==> config.mk <==
export PLATFORM = sky130hd
export DESIGN_NAME = uart_tx_packetizer
export DESIGN_NICKNAME = d
export VERILOG_FILES = /design/src/rtl/uart_pkg.sv /design/src/rtl/uart_tx_packetizer_sample_fifo.sv /design/src/rtl/uart_tx_packetizer.sv
export SDC_FILE = /design/constraint.sdc
export NUM_CORES = 1
export LEC_CHECK = 0
export BUFFER_PORTS_ARGS = -buffer_cell sky130_fd_sc_hd__buf_4
export CORE_MARGIN = 1
export CORE_UTILIZATION = 41
export DETAILED_ROUTE_END_ITERATION = 16
export PLACE_DENSITY = 0.66
export SETUP_SLACK_MARGIN = 0.5
export SLEW_MARGIN = 20
export SYNTH_ARGS = -nofsm -noshare
export SYNTH_HDL_FRONTEND = slang
export SYNTH_SLANG_ARGS = --single-unit
==> constraint.sdc <==
create_clock -name UART_clk -period 3.6 [get_ports UART_clk]
set_input_delay 0.54 -clock UART_clk [delete_from_list [all_inputs] [get_ports UART_clk]]
set_output_delay 0.54 -clock UART_clk [all_outputs]
set_load 0.005 [all_outputs]
==> src/rtl/uart_pkg.sv <==
// Shared types and constants for the UART TX sample packetizer.
// PKT_CHECKSUM_EN selects the 5-byte packet with trailing checksum.
package uart_pkg;

    typedef enum logic [1:0] {
        IDLE,
        LOAD,
        SEND,
        WAIT_BUSY
    } tx_state_t;

    typedef struct packed {
        logic [1:0]  ch;
        logic [15:0] data;
    } sample_t;

    localparam logic [2:0] IDX_SYNC = 3'd0;
    localparam logic [2:0] IDX_CH   = 3'd1;
    localparam logic [2:0] IDX_MSB  = 3'd2;
    localparam logic [2:0] IDX_LSB  = 3'd3;

`ifdef PKT_CHECKSUM_EN
    localparam logic [2:0] IDX_CHK  = 3'd4;
    localparam int         PKT_LEN  = 5;

    function automatic logic [7:0] pkt_chk(input sample_t s);
        return {6'b0, s.ch} ^ s.data[15:8] ^ s.data[7:0];
    endfunction
`else
    localparam int         PKT_LEN  = 4;
`endif

    localparam logic [2:0] LAST_IDX = 3'(PKT_LEN - 1);
    localparam logic [7:0] SYNC_BYTE_DEF = 8'hA5;

endpackage

==> src/rtl/uart_tx_packetizer_sample_fifo.sv <==
// Synchronous sample FIFO with registered read data.
// Pointers wrap naturally because DEPTH is a power of two.
module sample_fifo
    import uart_pkg::*;
#(
    parameter int DEPTH = 16
) (
    input  logic                    clk,
    input  logic                    reset,
    input  logic                    push,
    input  sample_t                 wr_data,
    input  logic                    pop,
    output sample_t                 rd_data,
    output logic                    full,
    output logic                    empty,
    output logic [$clog2(DEPTH):0]  count
);

    localparam int AW = $clog2(DEPTH);

    sample_t          mem [DEPTH];
    logic [AW-1:0]    wr_ptr;
    logic [AW-1:0]    rd_ptr;
    logic             do_push;
    logic             do_pop;

    assign full    = (count == (AW+1)'(DEPTH));
    assign empty   = (count == '0);
    assign do_push = push && !full;
    assign do_pop  = pop && !empty;

    always_ff @(posedge clk) begin
        if (do_push) begin
            mem[wr_ptr] <= wr_data;
        end
    end

    always_ff @(posedge clk) begin
        if (reset) begin
            wr_ptr  <= '0;
            rd_ptr  <= '0;
            count   <= '0;
            rd_data <= '0;
        end else begin
            if (do_push) begin
                wr_ptr <= wr_ptr + 1'b1;
            end
            if (do_pop) begin
                rd_data <= mem[rd_ptr];
                rd_ptr  <= rd_ptr + 1'b1;
            end
            case ({do_push, do_pop})
                2'b10:   count <= count + 1'b1;
                2'b01:   count <= count - 1'b1;
                default: count <= count;
            endcase
        end
    end

endmodule

==> src/rtl/uart_tx_packetizer.sv <==
// Frames buffered hydrophone samples into byte packets for the UART TX.
// Define PKT_CHECKSUM_EN to append an XOR checksum byte to each packet.
module uart_tx_packetizer
    import uart_pkg::*;
#(
    parameter int         FIFO_DEPTH = 16,
    parameter logic [7:0] SYNC_BYTE  = SYNC_BYTE_DEF
) (
    input  logic        UART_clk,
    input  logic        reset,
    input  logic        sample_valid,
    input  logic [1:0]  sample_ch,
    input  logic [15:0] sample_data,
    output logic        sample_ready,
    input  logic        TX_Ready,
    output logic        TX_en,
    output logic [7:0]  Word_To_Send,
    output logic        overflow
);

    localparam int CW = $clog2(FIFO_DEPTH) + 1;

    tx_state_t   state;
    tx_state_t   state_nx;
    logic [2:0]  byte_idx;
    logic [2:0]  idx_nx;
    sample_t     pkt;
    sample_t     fifo_rd;
    logic        fifo_pop;
    logic        fifo_full;
    logic        fifo_empty;
    logic [CW-1:0] fifo_count;
    logic [7:0]  pkt_byte;

    assign sample_ready = (fifo_count != CW'(FIFO_DEPTH));

    sample_fifo #(
        .DEPTH   (FIFO_DEPTH)
    ) u_fifo (
        .clk     (UART_clk),
        .reset   (reset),
        .push    (sample_valid && sample_ready),
        .wr_data ({sample_ch, sample_data}),
        .pop     (fifo_pop),
        .rd_data (fifo_rd),
        .full    (fifo_full),
        .empty   (fifo_empty),
        .count   (fifo_count)
    );

    always_ff @(posedge UART_clk) begin
        if (reset) begin
            state    <= IDLE;
            byte_idx <= '0;
            pkt      <= '0;
            overflow <= 1'b0;
        end else begin
            state    <= state_nx;
            byte_idx <= idx_nx;
            if (state == LOAD) begin
                pkt <= fifo_rd;
            end
            if (sample_valid && fifo_full) begin
                overflow <= 1'b1;
            end
        end
    end

    // WAIT_BUSY guarantees one handshake per byte even if TX_Ready stays high
    always_comb begin
        state_nx = state;
        idx_nx   = byte_idx;
        fifo_pop = 1'b0;
        TX_en    = 1'b0;
        unique case (state)
            IDLE: begin
                if (!fifo_empty) begin
                    fifo_pop = 1'b1;
                    idx_nx   = '0;
                    state_nx = LOAD;
                end
            end
            LOAD: begin
                state_nx = SEND;
            end
            SEND: begin
                TX_en = 1'b1;
                if (TX_Ready) begin
                    state_nx = WAIT_BUSY;
                end
            end
            WAIT_BUSY: begin
                if (!TX_Ready) begin
                    if (byte_idx == LAST_IDX) begin
                        state_nx = IDLE;
                    end else begin
                        idx_nx   = byte_idx + 3'd1;
                        state_nx = SEND;
                    end
                end
            end
            default: state_nx = IDLE;
        endcase
    end

    always_comb begin
        pkt_byte = 8'h00;
        case (byte_idx)
            IDX_SYNC: pkt_byte = SYNC_BYTE;
            IDX_CH:   pkt_byte = {6'b0, pkt.ch};
            IDX_MSB:  pkt_byte = pkt.data[15:8];
            IDX_LSB:  pkt_byte = pkt.data[7:0];
`ifdef PKT_CHECKSUM_EN
            IDX_CHK:  pkt_byte = pkt_chk(pkt);
`endif
            default:  pkt_byte = 8'h00;
        endcase
    end

    assign Word_To_Send = (state == SEND) ? pkt_byte : 8'h00;

endmodule

==> metrics.yaml, run 1 <==
ys_async_sr_fraction_pct: 0
synth_top_area_share_pct: 64.8
p_int_mw: 7.14
netlist_area_um2: 13400
cts_tree: "yes"
drv_cap: 0
yosysUniqueCellTypes: 41
drt_first_iter_violations: 642
cts_htree_levels: 2
wire_per_inst_um: 20.7
critPathMaxFanout: 9
synth_top_family_by_area: "multiplexers"
root_buffer: "clkbuf_16"
seqPwrFrac_pct: 49.4
post-place-cells: 1260
status: "finished, final reports clean"
path_clk_slew_ns: 0.06
critPathLaunchType: "flip-flop"
fill_cells: 2638
p_leak_nw: 4.76
dieArea_um2: 33300
max-vdd-ir-drop_mv: 0.416
setup_viol: 0
fp-row-count: 65
multi_input_area_um2: 3390
tns_ns: 0
fmax_ghz: 0.363
slew_violations: 0
rsz0062_at_grt: "no"
fin_cells: 1320
port-buffer-count: 32
cts_hold_repair.buffers: 0
power_frac_comb_pct: 15.8
switchingPower_mw: 2.48
grt.overflow.total: 0
startpoint: "u_fifo.count[2]"
post_cts_buffers: 0
synth_nets: 851
critPathKind: "flip-flop to flip-flop"
synth_seq_cells: 343
synth-edff-count: 288
crit_arrival_ns: 3.15
viasPerCell: 5.42
clk_latency_ns: 0.50
drive_gt1_share_pct: 18.8
max_stage_delay_ns: 0.49
ios: 33
first_global_vias: 7134
hold_path_class: "primary input to flip-flop"
synth_area_leaders: "edfxtp_1 65%, dfxtp_1 8.2%, mux4_2 6.1%"
coreArea_um2: 31800
max-slew-margin-rel_pct: 35.6
syn2layout_area_growth_pct: 14.4
synthXorXnorAreaFrac_pct: 0.590
num_vias: 7151
fin_crit_sh_pct: 76.6
first_pass_iters: 5
cp-end-kind: "flip-flop"
hold_viol: 0
yosysWarningCount: 0
muxShareOfSynthArea_pct: 11.7
crit_path_top_delay_cell: "dfxtp_1"
synth_common_cells: "288 x edfxtp_1, 78 x nor2_1, 74 x mux2i_1, 55 x dfxtp_1, 50 x nand2_1"
cts_sinks: 343
fin_skew_ns: 0.00985
hold_start: "sample_valid"
nets: 897
regArea_um2: 9750
cts_buffer_depth: 3
synthAdderAreaFrac_pct: 1.31
fin_crit_ns: 2.76
p_clk_share_pct: 34.8
p_per_area_nw_per_um2: 630
drt-total-wl_mm: 27.4
worst_slew_pin_slew_ns: 0.966
synth_area_per_cell_um2: 16.4
sw_frac_of_total_pct: 25.8
preCtsSetupSlack_ns: 0.836
dp_hpwl_mm: 16.7
start_util_pct: 42.0
synth_most_common_cell: "edfxtp_1"
die_width_um: 182
synth-seq-area-share_pct: 73.0
fin_ws_ns: 0.842
die_h_um: 182
synth_largest_area_cell: "edfxtp_1"
synthCells: 815
synth_compound_area_share_pct: 6.17
grt_usage_pct: 16.8
grt_max_degree: 59
drc_errors: 0
ant_nets: 0
yosys.area_share.simple_pct: 5.16
reg2reg_from: "u_fifo.count[2]"
gp_congestion: 0.807
diodes: 0
path_cells: "nor4_4 -> a21boi_2 -> inv_1 -> ha_1 -> xor2_1 -> ha_1 -> a21oi_1 -> a221oi_1 -> a21oi_1 -> mux2_2"
cp.required_ns: 3.99
cts_buffers: 34
grt_pass1_wl_mm: 42.5
ys.flop_type: "edfxtp_1"
antenna_found_initial: 0
holdWs_ns: 0.305
cts.repair.resized: 0
[through the flow]
step                      power [mW]  util (%)  cell area, µm²
after CTS                       9.71      48.0           15300
after global routing            10.0      48.0           15300
after global placement          6.33      44.7           14200
after detailed placement        6.36      44.7           14200
final                           9.62      48.0           15300
after floorplan                 5.90         -           13400
[critical path: cells and delay by family (launching register included)]
family | cells | cell delay [ns]
compound gates | 4 | 0.91
xor+xnor | 1 | 0.17
fa+ha+maj | 2 | 0.50
buf+inv | 1 | 0.12
flops | 1 | 0.49
mux | 1 | 0.34
simple gates | 1 | 0.11
[flip-flops by register name, indices dropped and copies added (netlist names)]
| signal | count |
|---|---|
| u_fifo.mem | 288 |
| pkt | 18 |
| u_fifo.rd_data | 18 |
| u_fifo.count | 5 |
| u_fifo.rd_ptr | 4 |
| u_fifo.wr_ptr | 4 |
| byte_idx | 3 |
| state | 2 |
| overflow | 1 |
[cells by family after synthesis]
logic type               Yosys count
flip-flops                       343
AND/OR/NAND/NOR                  159
AO/OA/AOI/OAI                    122
multiplexers                     111
buffers and inverters             57
adder cells (fa/ha/maj)           14
XOR/XNOR                           9
[layout by cell type (no fill, tap or decap), types with 2 or more instances in the layout]
cell	Yosys	final
edfxtp_1	288	288
mux2i_1	74	74
nor2_1	78	66
buf_4	4	55
dfxtp_1	55	53
nand2_1	50	50
o22ai_1	37	37
mux4_2	36	36
clkbuf_16	0	35
a21oi_1	28	28
a22oi_1	23	23
a311oi_1	18	18
ha_1	14	14
nor2_2	0	12
inv_1	8	8
clkbuf_1	18	8
xor2_1	6	6
nor2b_1	6	6
a221oi_1	5	5
clkbuf_8	0	5
clkinv_1	0	5
nor3_1	8	4
nand2b_1	4	4
nor3_2	0	4
nand4_1	4	4
buf_12	0	4
xnor2_1	3	3
o21ai_0	3	3
clkinv_2	0	3
or3_1	2	2
a31oi_1	2	2
[path summary, 6_finish.rpt]
check | endpoint | slack, ns | cells after the start
worst max-delay path | u_fifo.count[4] | 0.84 | 10
worst min-delay path | overflow | 0.30 | 3
worst max register to register | u_fifo.count[4] | 0.84 | 10
worst min register to register | pkt[12] | 0.45 | 2
[routing by layer]
| layer | GRT usage (%) | vias to the layer above | share of wire, % |
|---|---|---|---|
| met1 | 23.6 | 3619 | 46 |
| met3 | 2.67 | 48 | 4.8 |
| li1 | - | 3279 | - |
| met4 | 5.28 | 0 | 2.2 |
| met5 | 0 | - | 0 |
| met2 | 27.0 | 205 | 47 |
[power groups by stage]
stage | Combinational (mW) | Sequential (mW) | Clock [mW]
6_report | 1.52 | 4.75 | 3.35
5_1_grt | 1.68 | 4.78 | 3.58
4_1_cts | 1.53 | 4.75 | 3.43
3_5_place_dp | 1.52 | 4.83 | 0
3_3_place_gp | 1.50 | 4.83 | 0
2_1_floorplan | 1.20 | 4.69 | 0
[layout make-up]
type / count / share of cell area (%)
clock inverter: 12 / 0.582
inverter: 8 / 0.197
clock buffer: 48 / 6.38
timing repair buffer: 59 / 3.23
sequential: 343 / 63.9
multi-input combinational: 415 / 22.2
tap: 435 / 3.56
(Power assumes the default switching activity.)
==> run 2, diff against run 1 <==
- clock period: 3.6 -> 2.83 ns (I/O delays scaled with it)
==> metrics.yaml, run 2 (synthesis results as in run 1) <==
status: "finished, final reports clean"
cts_hold_repair.buffers: 0
fmax_ghz: 0.428
drt-total-wl_mm: 28.2
drive_gt1_share_pct: 23.3
cts_tree: "yes"
rsz0062_at_grt: "yes"
p_leak_nw: 4.88
p_per_area_nw_per_um2: 803
syn2layout_area_growth_pct: 16.9
setup_viol: 0
seqPwrFrac_pct: 48.0
crit_path_top_delay_cell: "dfxtp_4"
cts_buffer_depth: 3
critPathMaxFanout: 5
num_vias: 7223
grt_usage_pct: 17.3
max-slew-margin-rel_pct: 37.7
port-buffer-count: 32
tns_ns: 0
max_flop_register: "u_fifo.mem"
largest_reg_flops: 288
fin_crit_sh_pct: 82.6
grt.overflow.total: 0
wire_per_inst_um: 21.0
die_h_um: 182
hold_viol: 0
holdWs_ns: 0.181
gp_congestion: 0.811
layout_commonest_cell: "edfxtp_1"
coreArea_um2: 31800
critPathLaunchType: "flip-flop"
nets: 918
ios: 33
cp.required_ns: 3.22
first_global_vias: 7222
ant_nets: 0
cts_buffers: 35
fin_crit_ns: 2.34
start_util_pct: 42.0
critPathKind: "flip-flop to flip-flop"
slew_violations: 0
dieArea_um2: 33300
cts_sinks: 343
grt_pass1_wl_mm: 43.0
drv_cap: 0
drc_errors: 0
dp_hpwl_mm: 16.9
fin_skew_ns: 0.0126
root_buffer: "clkbuf_16"
largest_registers: "u_fifo.mem (288), pkt (18), u_fifo.rd_data (18)"
p_clk_share_pct: 35.0
drt_first_iter_violations: 721
cp-end-kind: "flip-flop"
power_frac_comb_pct: 17.0
p_int_mw: 9.24
switchingPower_mw: 3.29
cts_htree_levels: 2
crit_arrival_ns: 2.73
clk_latency_ns: 0.51
hold_path_class: "primary input to flip-flop"
first_pass_iters: 5
grt_max_degree: 59
path_cells: "nor4_4 -> buf_4 -> a21boi_2 -> inv_2 -> ha_4 -> xor2_1 -> ha_2 -> o21ai_2 -> nor2_1 -> o21ai_1 -> a21oi_1 -> mux2_2"
antenna_found_initial: 0
diodes: 0
final_cell_mix: "288 x edfxtp_1, 74 x mux2i_1, 73 x buf_4"
path_clk_slew_ns: 0.06
die_width_um: 182
viasPerCell: 5.38
worst_slew_pin_slew_ns: 0.932
reg2reg_setup_slack_ns: 0.49
sw_frac_of_total_pct: 26.2
max-vdd-ir-drop_mv: 0.581
max_stage_delay_ns: 0.37
fp-row-count: 65
## run 2: cell count changes in the layout (fill, tap and decap cells not counted), moves of 4 or more
cell / before / now
buf_4: 55 / 73
dfxtp_1: 53 / 46
dfxtp_2: 1 / 7
ha_1: 14 / 8
ha_2: 0 / 4
nor3_4: 0 / 4
## run 2: path summary, 6_finish.rpt
kind	cells after the start	start	endpoint
setup / recovery	12	u_fifo.count[1]	u_fifo.count[4]
setup reg to reg	12	u_fifo.count[1]	u_fifo.count[4]
hold / removal	3	sample_valid	overflow
hold reg to reg	2	pkt[11]	pkt[11]
## run 2: per-layer routing
layer  global-route usage (%)  wire [µm]  vias to the layer above
met5                        0          0                        -
met1                     25.2      13200                     3678
li1                         -          -                     3322
met4                     5.21        536                        0
met2                     26.9      13000                      180
met3                     2.67       1470                       43
## run 2: cell type report
cell class                 instances  area, µm²
fill                            2659      16200
sequential                       343       9770
multi-input combinational        415       3490
clock buffer                      49        990
timing repair buffer              79        668
tap                              435        544
clock inverter                    14        114
inverter                           8       30.0
## run 2: through the flow
stage	cells	instance area (µm²)	setup slack, ns	power [mW]	utilization, %
after floorplan	815	13400	0.473	7.56	-
after global placement	1274	14400	0.397	8.13	45.2
after detailed placement	1274	14400	0.367	8.16	45.2
after CTS	1341	15600	0.508	12.6	48.9
after global routing	1343	15600	0.332	13.1	49.1
final	1343	15600	0.492	12.5	49.1
## run 2: what timing repair did
action,4_1_cts,5_1_grt
pin swaps,4,7
endpoints found under the hold margin,0,0
setup buffers,4,2
cloned,0,0
endpoints found under the setup margin,9,10
resized for setup,9,12
## run 2: critical path: cells and delay by family, from the launching register on
family | cells | cell delay, ns
simple gates | 2 | 0.38
flops | 1 | 0.37
fa+ha+maj | 2 | 0.37
compound gates | 4 | 0.35
mux | 1 | 0.34
buf+inv | 2 | 0.26
xor+xnor | 1 | 0.15
## run 2: power groups by stage
stage	Combinational, mW	Clock, mW	Sequential, mW
global placement	2.03	0	6.10
detailed placement	2.05	0	6.11
floorplan	1.59	0	5.97
global route	2.35	4.67	6.04
CTS	2.12	4.46	6.01
finish	2.13	4.39	6.01
